--- config.mk ---
export PLATFORM = sky130hd
export DESIGN_NAME = traffic_light_nphase
export DESIGN_NICKNAME = d
export VERILOG_FILES = /design/src/rtl/traffic_pkg.sv /design/src/rtl/tl_state_timer.sv /design/src/rtl/traffic_light_nphase.sv
export SDC_FILE = /design/constraint.sdc
export NUM_CORES = 1
export LEC_CHECK = 0
export CORE_MARGIN = 2
export CORE_UTILIZATION = 35
export DETAILED_ROUTE_END_ITERATION = 8
export GPL_TIMING_DRIVEN = 0
export SLEW_MARGIN = 5
export SYNTH_ARGS = -nofsm -noshare
export SYNTH_HDL_FRONTEND = slang
export SYNTH_SLANG_ARGS = --single-unit
--- constraint.sdc ---
create_clock -name clk -period 3.3 [get_ports clk]
set_clock_uncertainty 0.05 [all_clocks]
set_input_delay 0.66 -clock clk [delete_from_list [all_inputs] [get_ports clk]]
set_output_delay 0.66 -clock clk [all_outputs]
set_load 0.05 [all_outputs]
--- src/rtl/traffic_pkg.sv ---
// Shared state encodings and helpers for the N-phase traffic controller.
package traffic_pkg;

   localparam logic [1:0] ST_ALLRED = 2'd0;
   localparam logic [1:0] ST_GREEN  = 2'd1;
   localparam logic [1:0] ST_YELLOW = 2'd2;
   localparam logic [1:0] ST_FLASH  = 2'd3;

   function automatic int clog2(input int n);
      int r;
      r = 0;
      for (int i = 0; i < 31; i++) begin
         if ((1 << i) < n) r = i + 1;
      end
      return r;
   endfunction

endpackage

--- src/rtl/tl_state_timer.sv ---
// State dwell timer: synchronous clear, free count, done when count hits load-1.
module tl_state_timer
   import traffic_pkg::*;
#(
   parameter int TW = 8
) (
   input  logic          clk,
   input  logic          rst,
   input  logic          i_clr,
   input  logic [TW-1:0] i_load,
   output logic          o_done
);

   logic [TW-1:0] r_cnt;

   always_ff @(posedge clk or posedge rst) begin
      if (rst)        r_cnt <= '0;
      else if (i_clr) r_cnt <= '0;
      else            r_cnt <= r_cnt + 1'b1;
   end

   assign o_done = (r_cnt == i_load - 1'b1);

endmodule

--- src/rtl/traffic_light_nphase.sv ---
// N-phase intersection controller with pedestrian service and night flash.
module traffic_light_nphase
   import traffic_pkg::*;
#(
   parameter int NUM_PHASES  = 2,
   parameter int TW          = 8,
   parameter int GREEN_TIME  = 10,
   parameter int EXT_TIME    = 5,
   parameter int YELLOW_TIME = 3,
   parameter int ALLRED_TIME = 2,
   parameter int FLASH_HALF  = 4
) (
   input  logic                             clk,
   input  logic                             rst,
   input  logic [NUM_PHASES-1:0]            ped_req,
   input  logic                             flash_en,
   output logic [NUM_PHASES-1:0]            red,
   output logic [NUM_PHASES-1:0]            yellow,
   output logic [NUM_PHASES-1:0]            green,
   output logic [NUM_PHASES-1:0]            walk,
   output logic [clog2(NUM_PHASES)-1:0]     phase,
   output logic                             in_flash
);

   localparam int PW = clog2(NUM_PHASES);
   // One extra bit so GREEN_TIME+EXT_TIME cannot overflow the compare
   localparam int LW = TW + 1;

   logic [1:0]            r_state;
   logic [PW-1:0]         r_phase;
   logic [NUM_PHASES-1:0] r_ped_pend;
   logic                  r_flash;
   logic                  r_first;
   logic                  r_ext;

   logic                  w_done;
   logic                  w_exit;
   logic                  w_clr;
   logic                  w_enter_green;
   logic [LW-1:0]         w_load;
   logic [PW-1:0]         w_nxt_phase;
   logic [NUM_PHASES-1:0] w_clr_mask;

   tl_state_timer #(.TW(LW)) u_timer (
      .clk    (clk),
      .rst    (rst),
      .i_clr  (w_clr),
      .i_load (w_load),
      .o_done (w_done)
   );

   always_comb begin
      w_nxt_phase = r_phase + 1'b1;
      if (r_first || r_phase == PW'(NUM_PHASES - 1)) w_nxt_phase = '0;

      w_load = LW'(ALLRED_TIME);
      w_exit = 1'b0;
      unique case (r_state)
         ST_ALLRED: begin
            w_load = LW'(ALLRED_TIME);
            w_exit = w_done;
         end
         ST_GREEN: begin
            w_load = LW'(GREEN_TIME) + (r_ext ? LW'(EXT_TIME) : LW'(0));
            w_exit = w_done;
         end
         ST_YELLOW: begin
            w_load = LW'(YELLOW_TIME);
            w_exit = w_done;
         end
         default: begin
            w_load = LW'(FLASH_HALF);
            w_exit = !flash_en && !r_flash;
         end
      endcase

      // Flash half-period rollover reuses the dwell timer
      w_clr = w_exit || (r_state == ST_FLASH && w_done);

      w_enter_green = (r_state == ST_ALLRED) && w_done && !flash_en;
      w_clr_mask    = '0;
      if (w_enter_green) w_clr_mask[w_nxt_phase] = 1'b1;
   end

   always_ff @(posedge clk or posedge rst) begin
      if (rst) begin
         r_state    <= ST_ALLRED;
         r_phase    <= '0;
         r_ped_pend <= '0;
         r_flash    <= 1'b0;
         r_first    <= 1'b1;
         r_ext      <= 1'b0;
      end else begin
         r_ped_pend <= (r_ped_pend | ped_req) & ~w_clr_mask;
         unique case (r_state)
            ST_ALLRED: begin
               if (w_done) begin
                  if (flash_en) begin
                     r_state <= ST_FLASH;
                     r_flash <= 1'b1;
                  end else begin
                     r_state <= ST_GREEN;
                     r_phase <= w_nxt_phase;
                     r_ext   <= r_ped_pend[w_nxt_phase]
                              | ped_req[w_nxt_phase];
                     r_first <= 1'b0;
                  end
               end
            end
            ST_GREEN: begin
               if (w_done) r_state <= ST_YELLOW;
            end
            ST_YELLOW: begin
               if (w_done) r_state <= ST_ALLRED;
            end
            default: begin
               if (w_exit) begin
                  r_state <= ST_ALLRED;
                  r_first <= 1'b1;
               end else if (w_done) begin
                  r_flash <= ~r_flash;
               end
            end
         endcase
      end
   end

   always_comb begin
      red      = '1;
      yellow   = '0;
      green    = '0;
      walk     = '0;
      in_flash = 1'b0;
      unique case (r_state)
         ST_GREEN: begin
            red[r_phase]   = 1'b0;
            green[r_phase] = 1'b1;
            walk[r_phase]  = r_ext;
         end
         ST_YELLOW: begin
            red[r_phase]    = 1'b0;
            yellow[r_phase] = 1'b1;
         end
         ST_FLASH: begin
            red       = {NUM_PHASES{r_flash}};
            red[0]    = 1'b0;
            yellow[0] = r_flash;
            in_flash  = 1'b1;
         end
         default: ;
      endcase
   end

   assign phase = r_phase;

endmodule

==> flow_summary.json <==
{
  "track_usage": 0.1295,
  "wire_per_inst_um": 11.61,
  "netlist_area_sq_um": 1081,
  "crit_path_max_fanout": 9,
  "drt-pass1-iter-count": 4,
  "clk_pin_slew_worst_paths_ns": 0.09,
  "min_period_over_period": 0.8937,
  "grt_setup_unrepaired": "false",
  "hold_class": "reg -> reg",
  "cts_tree": "built",
  "portBuffers": 14,
  "cts_max_level": 1,
  "setup_viol": 0,
  "dieHeight_um": 59.58,
  "dpl.cell_count": 165,
  "crit_start": "r_state[1]",
  "yosysSeqAreaShare": 0.3947,
  "cts_resized": 0,
  "synth_fp_nets": 128,
  "antenna_cells": 0,
  "boundaryPins": 15,
  "grt_pass1_vias": 844,
  "cp-end-kind": "output port",
  "maxSlewHeadroom": 0.5336,
  "min_from": "r_ped_pend[0]",
  "clock_latency_ns": 0.28,
  "arrival_ns": 2.24,
  "yosys.cell_types.count": 34,
  "die_area_sq_um": 3549,
  "vias": 861,
  "cts_buffer_depth": 2,
  "critical_path_buf_inv_count": 3,
  "vdd_drop_max_v": 0.0004206,
  "antenna_found_initial": 0,
  "ant_nets": 0,
  "max_freq_ghz": 0.3391,
  "cts_hold_buf": 0,
  "totalWireLength_um": 1962,
  "dp_hpwl_um": 1545,
  "setup_tns_ns": 0,
  "drc_errors": 0,
  "coreArea_sq_um": 3003,
  "min_period_ns": 2.949,
  "cp_top_family": "buffers and inverters",
  "routed_via_density": 5.095,
  "cap_violations": 0,
  "crit-reg2reg-capture": "r_ext",
  "initial_core_util": 0.3600,
  "hold_end": "r_ped_pend[0]",
  "critPathKind": "reg -> out",
  "gp_congestion": 0.8006,
  "cts-root-buf": "clkbuf_4",
  "gr-total-overflow": 0,
  "die_width_um": 59.58,
  "hold_viol": 0,
  "syn_avg_cell_area_sq_um": 9.161,
  "ys_warn_count": 0,
  "holdWs_ns": 0.4795,
  "r2r_start": "r_state[1]",
  "worstMarginPinSlew_ns": 0.6953,
  "crit_path_cell_trace": "inv_1, ha_1, clkbuf_1, a21oi_1, nand2_1, clkdlybuf4s50_1",
  "clock_sinks": 17,
  "ff2ff_path_depth": 7,
  "fin_nets": 147,
  "hold_path_depth": 2,
  "status": "finished, final reports clean",
  "grt_max_degree": 18,
  "synthToLayoutAreaGrowth_pct": 19.21,
  "drive_gt1_frac": 0.1103,
  "slowest_stage": "clkdlybuf4s50_1",
  "start_kind": "flip-flop",
  "cp.required_ns": 2.59,
  "total_power_uw": 1283,
  "fill_cells": 314,
  "synthCells": 118,
  "postCtsSetupBuffers": 0,
  "ys_ff_latch": 17,
  "p_leak_uw": 0.0005344,
  "cts_made_buffers": 3,
  "drt_iter0_drc": 28,
  "critPathMaxStageDelay_ns": 0.79,
  "maxSlewViolCount": 0,
  "instances_no_fill": 169,
  "power.density_nw_per_um2": 995.9,
  "grt_pass1_wl_um": 3498,
  "rrSetupSlack_ns": 0.86,
  "num_rows": 20
}
## worst reg2reg max path: stages, from the launching register on
cell and delay (ns):
dfrtp_1 0.47, inv_1 0.11, ha_1 0.31, nand2_1 0.14, mux2i_1 0.26, xor2_2 0.20
nor4b_4 0.41, mux2_2 0.39
## cell families (layout without fill, tap and decap cells)
family | count (synthesis) | in the layout | share of synthesized area
xor gates and xnor gates | 10 | 10 | 0.08796
AOI/OAI and AO/OA | 15 | 15 | 0.1042
and+or+nand+nor | 55 | 55 | 0.2593
buffers and inverters | 11 | 29 | 0.04513
DFF | 17 | 17 | 0.3947
adders and majority gates | 5 | 5 | 0.05787
muxes | 5 | 5 | 0.05092
## per-stage QoR
step	instance area, sq um	worst slack [ns]	utilization
floorplan	1081	0.4258	-
global placement	1262	0.6737	0.4204
detailed placement	1262	0.6412	0.4204
CTS	1289	0.3244	0.4292
global route	1289	0.1847	0.4292
finish	1289	0.3508	0.4292
## where the power goes
group          leakage [uW]  internal (uW)  switching (uW)
sequential         0.000209            286            99.2
combinational      0.000311            296             495
clock             0.0000150           46.8            60.1
total              0.000534            629             654
## state kept, by name, indices dropped and copies added, names as in the netlist
signal	flops
r_state	2
phase	1
r_ext	1
r_ped_pend	2
r_first	1
u_timer.r_cnt	9
r_flash	1
## cell type report
type	instances	area, sq um	area share
well taps	33	41.29	0.03204
clock buffers	4	26.28	0.02039
inverters	9	33.78	0.02621
repair buffers	14	140.1	0.1087
flip-flops and latches	17	426.7	0.3311
plain buffers	2	15.01	0.01165
multi-input cells	90	605.6	0.4699
## synthesized netlist by cell type, drive strengths merged
cell     count  share of area
dfrtp       16           0.37
or4          1          0.010
mux2i        4          0.041
dfstp        1          0.024
nand3        5          0.023
nor2        23          0.080
a21oi        6          0.035
xnor2        4          0.032
and3         2          0.012
xor2         6          0.056
buf          1          0.010
nand2       10          0.035
or2          1         0.0058
nand4b       1         0.0081
o21ai        4          0.019
clkbuf       1         0.0035
ha           5          0.058
nor3         4          0.019
a2111o       1          0.010
nor4b        1          0.022
a221oi       1          0.014
nand4bb      1          0.010
nor2b        2          0.012
inv          9          0.031
a211oi       1         0.0069
and2         2          0.012
nor4         2          0.012
o31ai        1          0.012
o2bb2ai      1         0.0081
mux2         1          0.010
## layout by cell type (no fill, tap or decap), drive strengths merged, types with 2 or more instances in the layout
cell type,instances
ha,5
nor2b,2
nor4,2
xor2,6
o21ai,4
nand2,10
mux2i,4
and3,2
xnor2,4
clkdlybuf4s50,14
clkbuf,5
nor3,4
nand3,5
dfrtp,16
and2,2
nor2,23
a21oi,6
inv,9
## routing by layer
metal | wire [um] | track usage | up-vias
li1 | - | - | 436
met1 | 971 | 0.1728 | 406
met2 | 883 | 0.1994 | 17
met3 | 92 | 0.03275 | 2
met4 | 13 | 0.05397 | 0
met5 | 0 | 0 | -
## how the worst max path moves through the flow
stage / endpoint / slack (ns) / depth (start not counted)
2_1_floorplan: red[0] / 0.43 / 3
6_report: red[1] / 0.35 / 6
4_1_cts: red[0] / 0.32 / 4
5_1_grt: red[1] / 0.18 / 6
3_5_place_dp: red[0] / 0.64 / 4
3_3_place_gp: red[1] / 0.67 / 6
Power figures use the tool's default switching activity.
